[src/rtl/dual_port_ram_be.sv]
// dual_port_ram_be: true dual-port synchronous RAM with byte write enables,
// selectable read-during-write behaviour, optional output register, per-port
// read-valid flags, deterministic same-address conflict resolution and a
// post-reset clear sequencer that zeroes the array before traffic is accepted.
module dual_port_ram_be #(
    parameter int DATA_WIDTH     = 16,
    parameter int ADDR_WIDTH     = 4,
    parameter int RDW_MODE       = 0,
    parameter int OUT_REG        = 0,
    parameter int CLEAR_ON_RESET = 1
) (
    input  logic                      clk,
    input  logic                      rst,
    output logic                      ready,
    input  logic                      en_a,
    input  logic [DATA_WIDTH/8-1:0]   we_a,
    input  logic [ADDR_WIDTH-1:0]     addr_a,
    input  logic [DATA_WIDTH-1:0]     din_a,
    output logic [DATA_WIDTH-1:0]     dout_a,
    output logic                      valid_a,
    input  logic                      en_b,
    input  logic [DATA_WIDTH/8-1:0]   we_b,
    input  logic [ADDR_WIDTH-1:0]     addr_b,
    input  logic [DATA_WIDTH-1:0]     din_b,
    output logic [DATA_WIDTH-1:0]     dout_b,
    output logic                      valid_b,
    output logic                      collision
);

    localparam int NB    = DATA_WIDTH / 8;
    localparam int DEPTH = 1 << ADDR_WIDTH;
    localparam logic [ADDR_WIDTH-1:0] LAST_ADDR = {ADDR_WIDTH{1'b1}};

    typedef enum logic {CLEAR = 1'b0, RUN = 1'b1} state_t;

    state_t                  state;
    state_t                  state_nxt;
    logic [ADDR_WIDTH-1:0]   clr_addr;
    logic                    clr_we;

    logic [DATA_WIDTH-1:0]   mem [DEPTH];

    logic                    acc_a, acc_b;
    logic                    wr_a, wr_b_req, wr_b;
    logic                    same_addr, conflict;
    logic [DATA_WIDTH-1:0]   old_a, old_b, new_a, new_b;
    logic [DATA_WIDTH-1:0]   rdata_a, rdata_b;

    logic                    vld_a_p1, vld_b_p1, col_p1;
    logic [DATA_WIDTH-1:0]   data_a_p1, data_b_p1;

    // Overlay the enabled byte lanes of a new word onto an old word.
    function automatic logic [DATA_WIDTH-1:0] merge_lanes(
        input logic [DATA_WIDTH-1:0] old_word,
        input logic [DATA_WIDTH-1:0] new_word,
        input logic [NB-1:0]         lanes
    );
        logic [DATA_WIDTH-1:0] res;
        res = old_word;
        for (int i = 0; i < NB; i++) begin
            if (lanes[i]) res[8*i +: 8] = new_word[8*i +: 8];
        end
        return res;
    endfunction

    // Clear-sequencer state register; reset lands in CLEAR only when clearing is enabled.
    always_ff @(posedge clk or posedge rst) begin
        if (rst) state <= (CLEAR_ON_RESET != 0) ? CLEAR : RUN;
        else     state <= state_nxt;
    end

    // Next state: leave CLEAR once the last word has been zeroed.
    always_comb begin
        state_nxt = state;
        case (state)
            CLEAR:   if (clr_addr == LAST_ADDR) state_nxt = RUN;
            RUN:     state_nxt = RUN;
            default: state_nxt = RUN;
        endcase
    end

    // Sequencer outputs: zero-word write strobe while clearing.
    always_comb begin
        clr_we = 1'b0;
        if (state == CLEAR) clr_we = 1'b1;
    end

    // Clear address counter and ready flag; ready trails RUN by one cycle.
    always_ff @(posedge clk or posedge rst) begin
        if (rst) begin
            clr_addr <= '0;
            ready    <= 1'b0;
        end else begin
            ready <= (state == RUN);
            if (clr_we) clr_addr <= clr_addr + 1'b1;
        end
    end

    // Request decode and conflict resolution: on a both-write clash A wins outright.
    always_comb begin
        acc_a     = en_a & ready;
        acc_b     = en_b & ready;
        same_addr = (addr_a == addr_b);
        wr_a      = acc_a & (|we_a);
        wr_b_req  = acc_b & (|we_b);
        wr_b      = wr_b_req & ~(wr_a & same_addr);
        conflict  = acc_a & acc_b & same_addr & ((|we_a) | (|we_b));
    end

    // Read words: old contents, merged write words, and per-port returned data.
    // A writing port whose write was discarded reports the word actually stored.
    always_comb begin
        old_a = mem[addr_a];
        old_b = mem[addr_b];
        new_a = merge_lanes(old_a, din_a, we_a);
        new_b = merge_lanes(old_b, din_b, we_b);
        rdata_a = old_a;
        rdata_b = old_b;
        if (RDW_MODE == 1) begin
            if (|we_a) rdata_a = new_a;
            if (|we_b) rdata_b = (wr_a && same_addr) ? new_a : new_b;
        end
    end

    // Array writes: clear sequencer, then byte-lane writes from both ports.
    always_ff @(posedge clk) begin
        if (clr_we) begin
            mem[clr_addr] <= '0;
        end else begin
            for (int i = 0; i < NB; i++) begin
                if (wr_b && we_b[i]) mem[addr_b][8*i +: 8] <= din_b[8*i +: 8];
                if (wr_a && we_a[i]) mem[addr_a][8*i +: 8] <= din_a[8*i +: 8];
            end
        end
    end

    // Stage p1: capture read data at the accept edge; data holds between accepts.
    always_ff @(posedge clk or posedge rst) begin
        if (rst) begin
            vld_a_p1  <= 1'b0;
            vld_b_p1  <= 1'b0;
            col_p1    <= 1'b0;
            data_a_p1 <= '0;
            data_b_p1 <= '0;
        end else begin
            vld_a_p1 <= acc_a;
            vld_b_p1 <= acc_b;
            col_p1   <= conflict;
            if (acc_a) data_a_p1 <= rdata_a;
            if (acc_b) data_b_p1 <= rdata_b;
        end
    end

    generate
        if (OUT_REG != 0) begin : g_out_reg
            logic                  vld_a_p2, vld_b_p2, col_p2;
            logic [DATA_WIDTH-1:0] data_a_p2, data_b_p2;

            // Stage p2: optional output register, data advances only with its valid.
            always_ff @(posedge clk or posedge rst) begin
                if (rst) begin
                    vld_a_p2  <= 1'b0;
                    vld_b_p2  <= 1'b0;
                    col_p2    <= 1'b0;
                    data_a_p2 <= '0;
                    data_b_p2 <= '0;
                end else begin
                    vld_a_p2 <= vld_a_p1;
                    vld_b_p2 <= vld_b_p1;
                    col_p2   <= col_p1;
                    if (vld_a_p1) data_a_p2 <= data_a_p1;
                    if (vld_b_p1) data_b_p2 <= data_b_p1;
                end
            end

            assign dout_a    = data_a_p2;
            assign dout_b    = data_b_p2;
            assign valid_a   = vld_a_p2;
            assign valid_b   = vld_b_p2;
            assign collision = col_p2;
        end else begin : g_no_out_reg
            assign dout_a    = data_a_p1;
            assign dout_b    = data_b_p1;
            assign valid_a   = vld_a_p1;
            assign valid_b   = vld_b_p1;
            assign collision = col_p1;
        end
    endgenerate

endmodule

[config.mk]
export PLATFORM = sky130hd
export DESIGN_NAME = dual_port_ram_be
export DESIGN_NICKNAME = d
export VERILOG_FILES = /design/src/rtl/dual_port_ram_be.sv
export SDC_FILE = /design/constraint.sdc
export NUM_CORES = 1
export LEC_CHECK = 0
export BUFFER_PORTS_ARGS = -buffer_cell sky130_fd_sc_hd__buf_2
export CAP_MARGIN = 20
export CORE_MARGIN = 4
export CORE_UTILIZATION = 50
export DETAILED_ROUTE_END_ITERATION = 8
export PLACE_DENSITY = 0.69
export REMOVE_ABC_BUFFERS = 1
export SYNTH_ARGS = -nofsm -noshare
export SYNTH_HDL_FRONTEND = slang
export SYNTH_SLANG_ARGS = --single-unit
[constraint.sdc]
create_clock -name clk -period 4.1 [get_ports clk]
set_input_delay 0.82 -clock clk [delete_from_list [all_inputs] [get_ports clk]]
set_output_delay 0.82 -clock clk [all_outputs]
set_load 0.05 [all_outputs]
=== After elaboration in Yosys (flattened, before gate mapping) ===
Memories as Yosys holds them, arrays and structs flattened. A register that Yosys moved wholly into a read port is not among the register bits.
Index checks and enable logic that the tools add are counted.

* $add $sub $neg: 1
* Equality and inequality tests: 2
* Mux-type cells: 18
* Bitwise logic cells: 12
* Reductions and logical operators: 7

{| class="wikitable"
|+ Operator list
! cell !! count
|-
| two-way mux 16 bit || 1
|-
| OR reduction 16 bit || 1
|-
| two-way mux 1 bit || 14
|-
| bitwise AND 1 bit || 9
|-
| adder 4 x 1 -> 4 bit (second input constant) || 1
|-
| equality test 4 bit || 1
|-
| equality test 4 bit (second input constant) || 1
|-
| logical AND 1 bit || 4
|-
| two-way mux 4 bit || 1
|-
| OR reduction 2 bit || 2
|-
| two-way mux 2 bit || 1
|-
| NOT 1 bit || 2
|-
| case mux 1 bit (2 select lines) || 1
|-
| OR 1 bit || 1
|}

* Register bits after elaboration: 9
* RAM bits: 256
* Input bits: 48
* Logic and storage cells: 47
* Memories: 1

{| class="wikitable"
|+ Memories
! name !! words !! width !! read ports !! clocked after memory_dff !! write ports !! RTL line !! text
|-
| mem || 16 || 16 || 2 || 2 || 2 || 41 || <nowiki>logic [DATA_WIDTH-1:0] mem [DEPTH];</nowiki>
|}

=== Logic depth before layout (Yosys ltp) ===
Gate-level depths: netlist (run 1).

* Depth in word-level cells: 11
* Mapped depth: 8
* Gate-level depth less buffers: 6

=== Least setup slack after synthesis (run 1) ===
Ideal clock, no wire load.

* Path kind: input to register
* Start point: in addr_a[1]
* End point: mem mem[3][0] (enable)
* Data arrival time: 2,542 ps
* Data required time: 3,724 ps
* Setup slack: 1,182 ps
* Stages: 7
* Path buffers: 2
* Cells stage by stage: buf_2 xor2_1 nor4_4 a21boi_2 buf_6 mux2_4 o22ai_1

{| class="wikitable"
|+ RTL lines
! element !! RTL line !! text
|-
| start: declaration || 17 || <nowiki>input logic [ADDR_WIDTH-1:0] addr_a,</nowiki>
|-
| end: declaration || 41 ||
|}

==> impl_metrics.yaml, run 1 <==
status:
  status: "finished, final reports clean"
global_route:
  track_usage_pct: 27.2
  overflow: 0
  grt_pass1_wl_um: 74700
  antenna_found_initial: 0
  grt_pass1_vias: 12100
  grt_max_degree: 69
clock_tree:
  cts_tree: "done"
  cts_hold_buf: 0
  cts_root_buf: "clkbuf_16"
  htree_num_levels: 1
  ctsResizeCount: 0
  cts_buffers: 30
  clk_latency_ns: 0.57
  path_clk_slew_ns: 0.07
  cts_sinks: 297
  post_cts_buffers: 0
  clockBufferDepth: 3
timing:
  finalHoldViolations: 0
  fin_crit_ns: 3.04
  setup_viol: 0
  hold_ws_ns: 0.393
  tightest_slew_ns: 1.16
  fin_crit_sh_pct: 74.2
  tns_ns: 0
  rsz0062_at_grt: "false"
  clock.fmax_mhz: 329
  drv_slew: 0
  slew_headroom_pct: 22.8
  skew_ns: 0.00970
placed_design:
  gp_congestion: 0.857
  io_buffer_count: 83
  hpwl_um: 32200
layout:
  finalNetCount: 1472
  drive_above_1_share_pct: 25.0
  multi_input_area_um2: 7120
  n_fill_cell: 2664
  regArea_um2: 8710
  area_growth_pct: 12.0
  insertedDiodeCount: 0
drt:
  drcViolationCount: 0
  antenna_left: 0
  drt_wl_total_um: 48800
  drt_iter0_markers: 1731
  vias: 12400
  vias_per_cell: 6.55
  wl_per_cell_um: 25.8
  firstDrtPassIters: 5
setup_path:
  cp_cell_sequence: "buf_2 -> xor2_1 -> nor4_4 -> buf_4 -> a41o_1 -> o22ai_1 -> o21bai_1"
  slowest_stage: "o21bai_1"
  required_ns: 4.28
  cp.arrival_ns: 3.22
  startpoint_type: "primary input"
  cp.buffers_inverters: 2
  end_kind: "register"
  path_delay_family: "compound AO/OA/AOI/OAI gates"
  reg2reg_setup_slack_ns: 1.07
  crit_fanout: 8
  criticalPathCategory: "in -> reg"
  slowest_delay_ns: 0.82
logic_synthesis:
  synthTopCellsByArea: "edfxtp_1, mux4_2, o21ai_0"
  yosysWarnings: 0
  ys_ff_latch: 297
  syn_area_per_cell_um2: 11.9
  synth.top_cell.area_share_pct: 46.6
  synth_edf_count: 256
  async_flop_share_pct: 13.8
  ys_types: 46
  yosysSeqAreaShare_pct: 52.8
  synth-main-ff-cell: "edfxtp_1"
  syn_inst: 1389
  synth_top_area_cell: "edfxtp_1"
  syn_area_um2: 16500
floorplan:
  die_area_um2: 36000
  die_x_um: 190
  core_um2: 32500
  rows: 66
  dieHeight_um: 190
  io_pins: 84
  start_util_pct: 50.7
hold_path:
  hp-class: "in -> async"
power_and_ir_drop:
  power_frac_seq_pct: 45.8
  p_int_mw: 5.52
  combPwrFrac_pct: 10.4
  switchingPower_mw: 1.79
  irDropWorstVdd_mv: 0.317
  powerDensity_nw_per_um2: 395
  p_total_mw: 7.31
  swShare_pct: 24.5
  power_frac_clock_pct: 43.8
  total_leakage_power_nw: 6.62
job:
  drv_cap: 0
==> flip-flops by register name, indices dropped and copies added, names as in the netlist <==
signal and cells:
valid_a 1, mem 256, state 1, collision 1, valid_b 1, dout_b 16, ready 1, dout_a 16
clr_addr 4
==> layout by cell type (no fill, tap or decap), types with 3 or more instances in the layout <==
cell,n
nand2_1,315
o21ai_0,280
edfxtp_1,256
mux4_2,128
buf_2,81
buf_4,67
dfrtp_1,41
a22o_1,32
a221oi_1,32
clkbuf_16,31
nor2_1,25
o22ai_1,24
nor3_2,16
o21bai_1,16
nor2b_1,10
bufinv_16,9
o21ai_1,8
a21oi_1,7
and2_1,5
clkinv_4,5
clkinv_1,4
inv_1,4
xor2_1,4
nor3_1,4
clkinvlp_4,4
xnor2_1,3
nand2b_1,3
a41o_1,3
clkinv_2,3
==> final timing paths <==
path,startpoint,endpoint,cells past startpoint
min in group clk,dout_b[3]$_DFFE_PP0N_,dout_b[3]$_DFFE_PP0N_,2
setup reg to reg,ready$_DFF_PP0_,mem[5][2]$_DFFE_PP_,5
hold reg to reg,dout_b[3]$_DFFE_PP0N_,dout_b[3]$_DFFE_PP0N_,2
hold / removal,rst,dout_b[1]$_DFFE_PP0N_,3
max in group asynchronous,rst,dout_a[4]$_DFFE_PP0P_,3
setup / recovery,addr_a[1],mem[5][2]$_DFFE_PP_,7
==> final cells by class <==
cell class              count  share of cell area [%]
well taps                 442                    2.99
repair buffers            149                    5.02
clock inverters            24                    2.03
multi-input cells         939                    38.5
inverters                   6                   0.122
clock buffers              32                    4.22
flip-flops and latches    297                    47.1
==> through the flow <==
stage	setup slack [ns]	instance area [um2]	cells	util, %
final	1.06	18500	1889	56.8
after global routing	0.940	18500	1889	56.8
after CTS	1.14	18500	1889	56.8
after detailed placement	0.563	17300	1833	53.3
after global placement	0.683	17300	1833	53.3
after floorplan	0.365	15800	1242	-
==> logic make-up after synthesis <==
kind of cell	count (synthesis)	synth area share, %
xor+xnor	7	0.371
fa+ha+maj	1	0.0758
flops	297	52.8
compound gates	405	14.4
mux	134	18.0
simple gates	392	10.2
buf+inv	153	4.12
==> tightest hold or removal path: cells and delay by family <==
family | cells | cell delay [ns]
buffers and inverters | 3 | 0.60
==> metal layers <==
| layer | part of all wire, % | global-route usage [%] | wire (um) | vias to the layer above |
|---|---|---|---|---|
| li1 | - | - | - | 5351 |
| met1 | 39 | 40.7 | 19200 | 5991 |
| met2 | 45 | 41.3 | 21900 | 907 |
| met3 | 13 | 5.25 | 6260 | 116 |
| met4 | 3.0 | 7.48 | 1470 | 0 |
| met5 | 0 | 0 | 0 | - |
==> power by group through the flow <==
stage                     clock network, mW  logic (mW)  registers (mW)
final                                  3.20       0.762            3.35
after floorplan                           0       0.320            3.51
after global placement                    0       0.737            3.41
after detailed placement                  0       0.755            3.41
after global routing                   3.32       0.815            3.35
after CTS                              3.21       0.755            3.35
==> cells in the mapped netlist (2+ instances only) <==
master,instances
nand2_1,315
o21ai_0,280
edfxtp_1,256
mux4_2,128
clkbuf_1,73
dfrtp_1,41
buf_2,39
a221oi_1,32
a22o_1,32
nor2_1,26
o22ai_1,24
nor3_2,16
o21bai_1,16
buf_1,14
clkbuf_2,13
nor2b_1,10
o21ai_1,8
a21oi_1,7
and2_1,5
buf_4,5
inv_1,5
nor3_1,4
xor2_1,4
a41o_1,3
buf_6,3
nand2b_1,3
xnor2_1,3
mux2i_4,2
nand2_2,2
nand3b_2,2
nand4_1,2
nand4_2,2
Power figures use the tool's default switching activity.
==> run 2: changes to the inputs <==
==> constraint.sdc (replaced) <==
create_clock -name clk -period 2.8 [get_ports clk]
set_input_delay 0.56 -clock clk [delete_from_list [all_inputs] [get_ports clk]]
set_output_delay 0.56 -clock clk [all_outputs]
set_load 0.05 [all_outputs]
==> run 2 against run 1 <==
Net effect: clock skew increased by 0.0099 ns; clock power grew 45%; critical endpoint is now mem[10][0]$_DFFE_PP_; largest cell class unchanged; sequential power grew 47%.
==> impl_metrics.yaml, run 2 (synthesized netlist as in run 1, its figures left out) <==
clock_tree:
  cts_hold_buf: 0
  cts_root_buf: "clkbuf_16"
  cts_tree: "done"
  htree_num_levels: 2
  cts_buffers: 34
  clockBufferDepth: 3
  ctsResizeCount: 0
  clk_latency_ns: 0.52
  cts_sinks: 297
  post_cts_buffers: 0
  path_clk_slew_ns: 0.06
timing:
  tightest_slew_ns: 0.745
  tns_ns: 0
  rsz0062_at_grt: "false"
  finalWorstSetupSlack_ns: 0.322
  finalHoldViolations: 0
  fin_crit_ns: 2.48
  hold_ws_ns: 0.0769
  slew_headroom_pct: 50.0
  setup_viol: 0
  skew_ns: 0.0196
  clock.fmax_mhz: 404
  drv_slew: 0
  fin_crit_sh_pct: 88.5
drt:
  drt_iter0_markers: 1683
  wl_per_cell_um: 23.4
  antenna_left: 0
  drcViolationCount: 0
  firstDrtPassIters: 7
  vias: 12000
  vias_per_cell: 6.17
  drt_wl_total_um: 45400
layout:
  insertedDiodeCount: 0
  area_growth_pct: 14.8
  design_area_um2: 18900
  layout_commonest_cell: "nand2_1"
  drive_above_1_share_pct: 27.0
  regArea_um2: 8710
  finalNetCount: 1523
  n_fill_cell: 2627
  multi_input_area_um2: 7120
  largest_reg_flops: 256
  final_cell_mix: "nand2_1, o21ai_0, edfxtp_1, mux4_2, buf_4"
  regMostFlops: "mem"
  final_cells: 1942
  utilization_pct: 58.2
global_route:
  overflow: 0
  track_usage_pct: 25.4
  antenna_found_initial: 0
  grt_max_degree: 71
  grt_pass1_wl_um: 70600
  grt_pass1_vias: 11900
floorplan:
  rows: 66
  die_x_um: 190
  core_um2: 32500
  dieHeight_um: 190
  die_area_um2: 36000
  start_util_pct: 50.7
  io_pins: 84
setup_path:
  r2r-start: "ready$_DFF_PP0_"
  crit_fanout: 11
  slowest_stage: "mux2i_2"
  end_kind: "register"
  path_delay_family: "simple AND/OR/NAND/NOR gates"
  cp.arrival_ns: 2.74
  slowest_delay_ns: 0.60
  cp_cell_sequence: "nand2_1 -> nor2_2 -> a21boi_4 -> mux2i_2 -> o22ai_1 -> buf_4"
  startpoint_type: "register"
  required_ns: 3.06
  criticalPathCategory: "reg -> reg"
  crit_start: "ready$_DFF_PP0_"
  cp.buffers_inverters: 1
power_and_ir_drop:
  p_total_mw: 10.7
  powerDensity_nw_per_um2: 564
  total_leakage_power_nw: 6.89
  switchingPower_mw: 2.55
  irDropWorstVdd_mv: 0.389
  swShare_pct: 23.9
  p_int_mw: 8.14
  power_frac_seq_pct: 45.9
  power_frac_clock_pct: 43.4
  combPwrFrac_pct: 10.7
hold_path:
  hp-class: "in -> async"
status:
  status: "finished, final reports clean"
placed_design:
  hpwl_um: 32400
  place_area_um2: 17800
  gp_congestion: 0.911
  placed_cells: 1880
  io_buffer_count: 83
  place_ws_ns: -0.0697
job:
  drv_cap: 0
## run 2: area by class of cell
| cell class | count | area share (%) |
|---|---|---|
| sequential | 297 | 46.0 |
| multi-input combinational | 939 | 37.6 |
| timing repair buffer | 196 | 7.22 |
| clock buffer | 46 | 5.06 |
| clock inverter | 16 | 1.11 |
| inverter | 6 | 0.119 |
| tap | 442 | 2.92 |
## run 2: path summary, 6_finish.rpt
path / endpoint / slack, ns / depth (start not counted)
worst max-delay path: mem[10][0]$_DFFE_PP_ / 0.32 / 6
worst min-delay path: dout_a[1]$_DFFE_PP0P_ / 0.08 / 2
worst max register to register: mem[10][0]$_DFFE_PP_ / 0.32 / 6
worst min register to register: dout_b[2]$_DFFE_PP0N_ / 0.47 / 2
max in group asynchronous: dout_a[12]$_DFFE_PP0P_ / 2.10 / 3
min in group clk: valid_b$_DFF_PP0_ / 0.36 / 3
## run 2: power by group through the flow
stage	Combinational (mW)	Sequential, mW	Clock, mW
after floorplan	0.468	5.13	0
after global placement	1.11	4.99	0
after detailed placement	1.14	5.00	0
after CTS	1.14	4.90	4.69
after global routing	1.23	4.91	4.87
final	1.15	4.91	4.63
## run 2: metal layers
metal	GRT usage [%]	vias to the layer above	share of wire [%]
met5	0	-	0
met4	5.73	0	2.2
met3	5.06	81	11
met2	41.0	661	47
met1	36.5	5798	40
li1	-	5451	-
## run 2: worst register-to-register path, cell delays in order (launching register included)
cell      delay (ns)
dfrtp_1         0.39
nand2_1         0.10
nor2_2          0.54
a21boi_4        0.18
mux2i_2         0.61
o22ai_1         0.19
buf_4           0.22
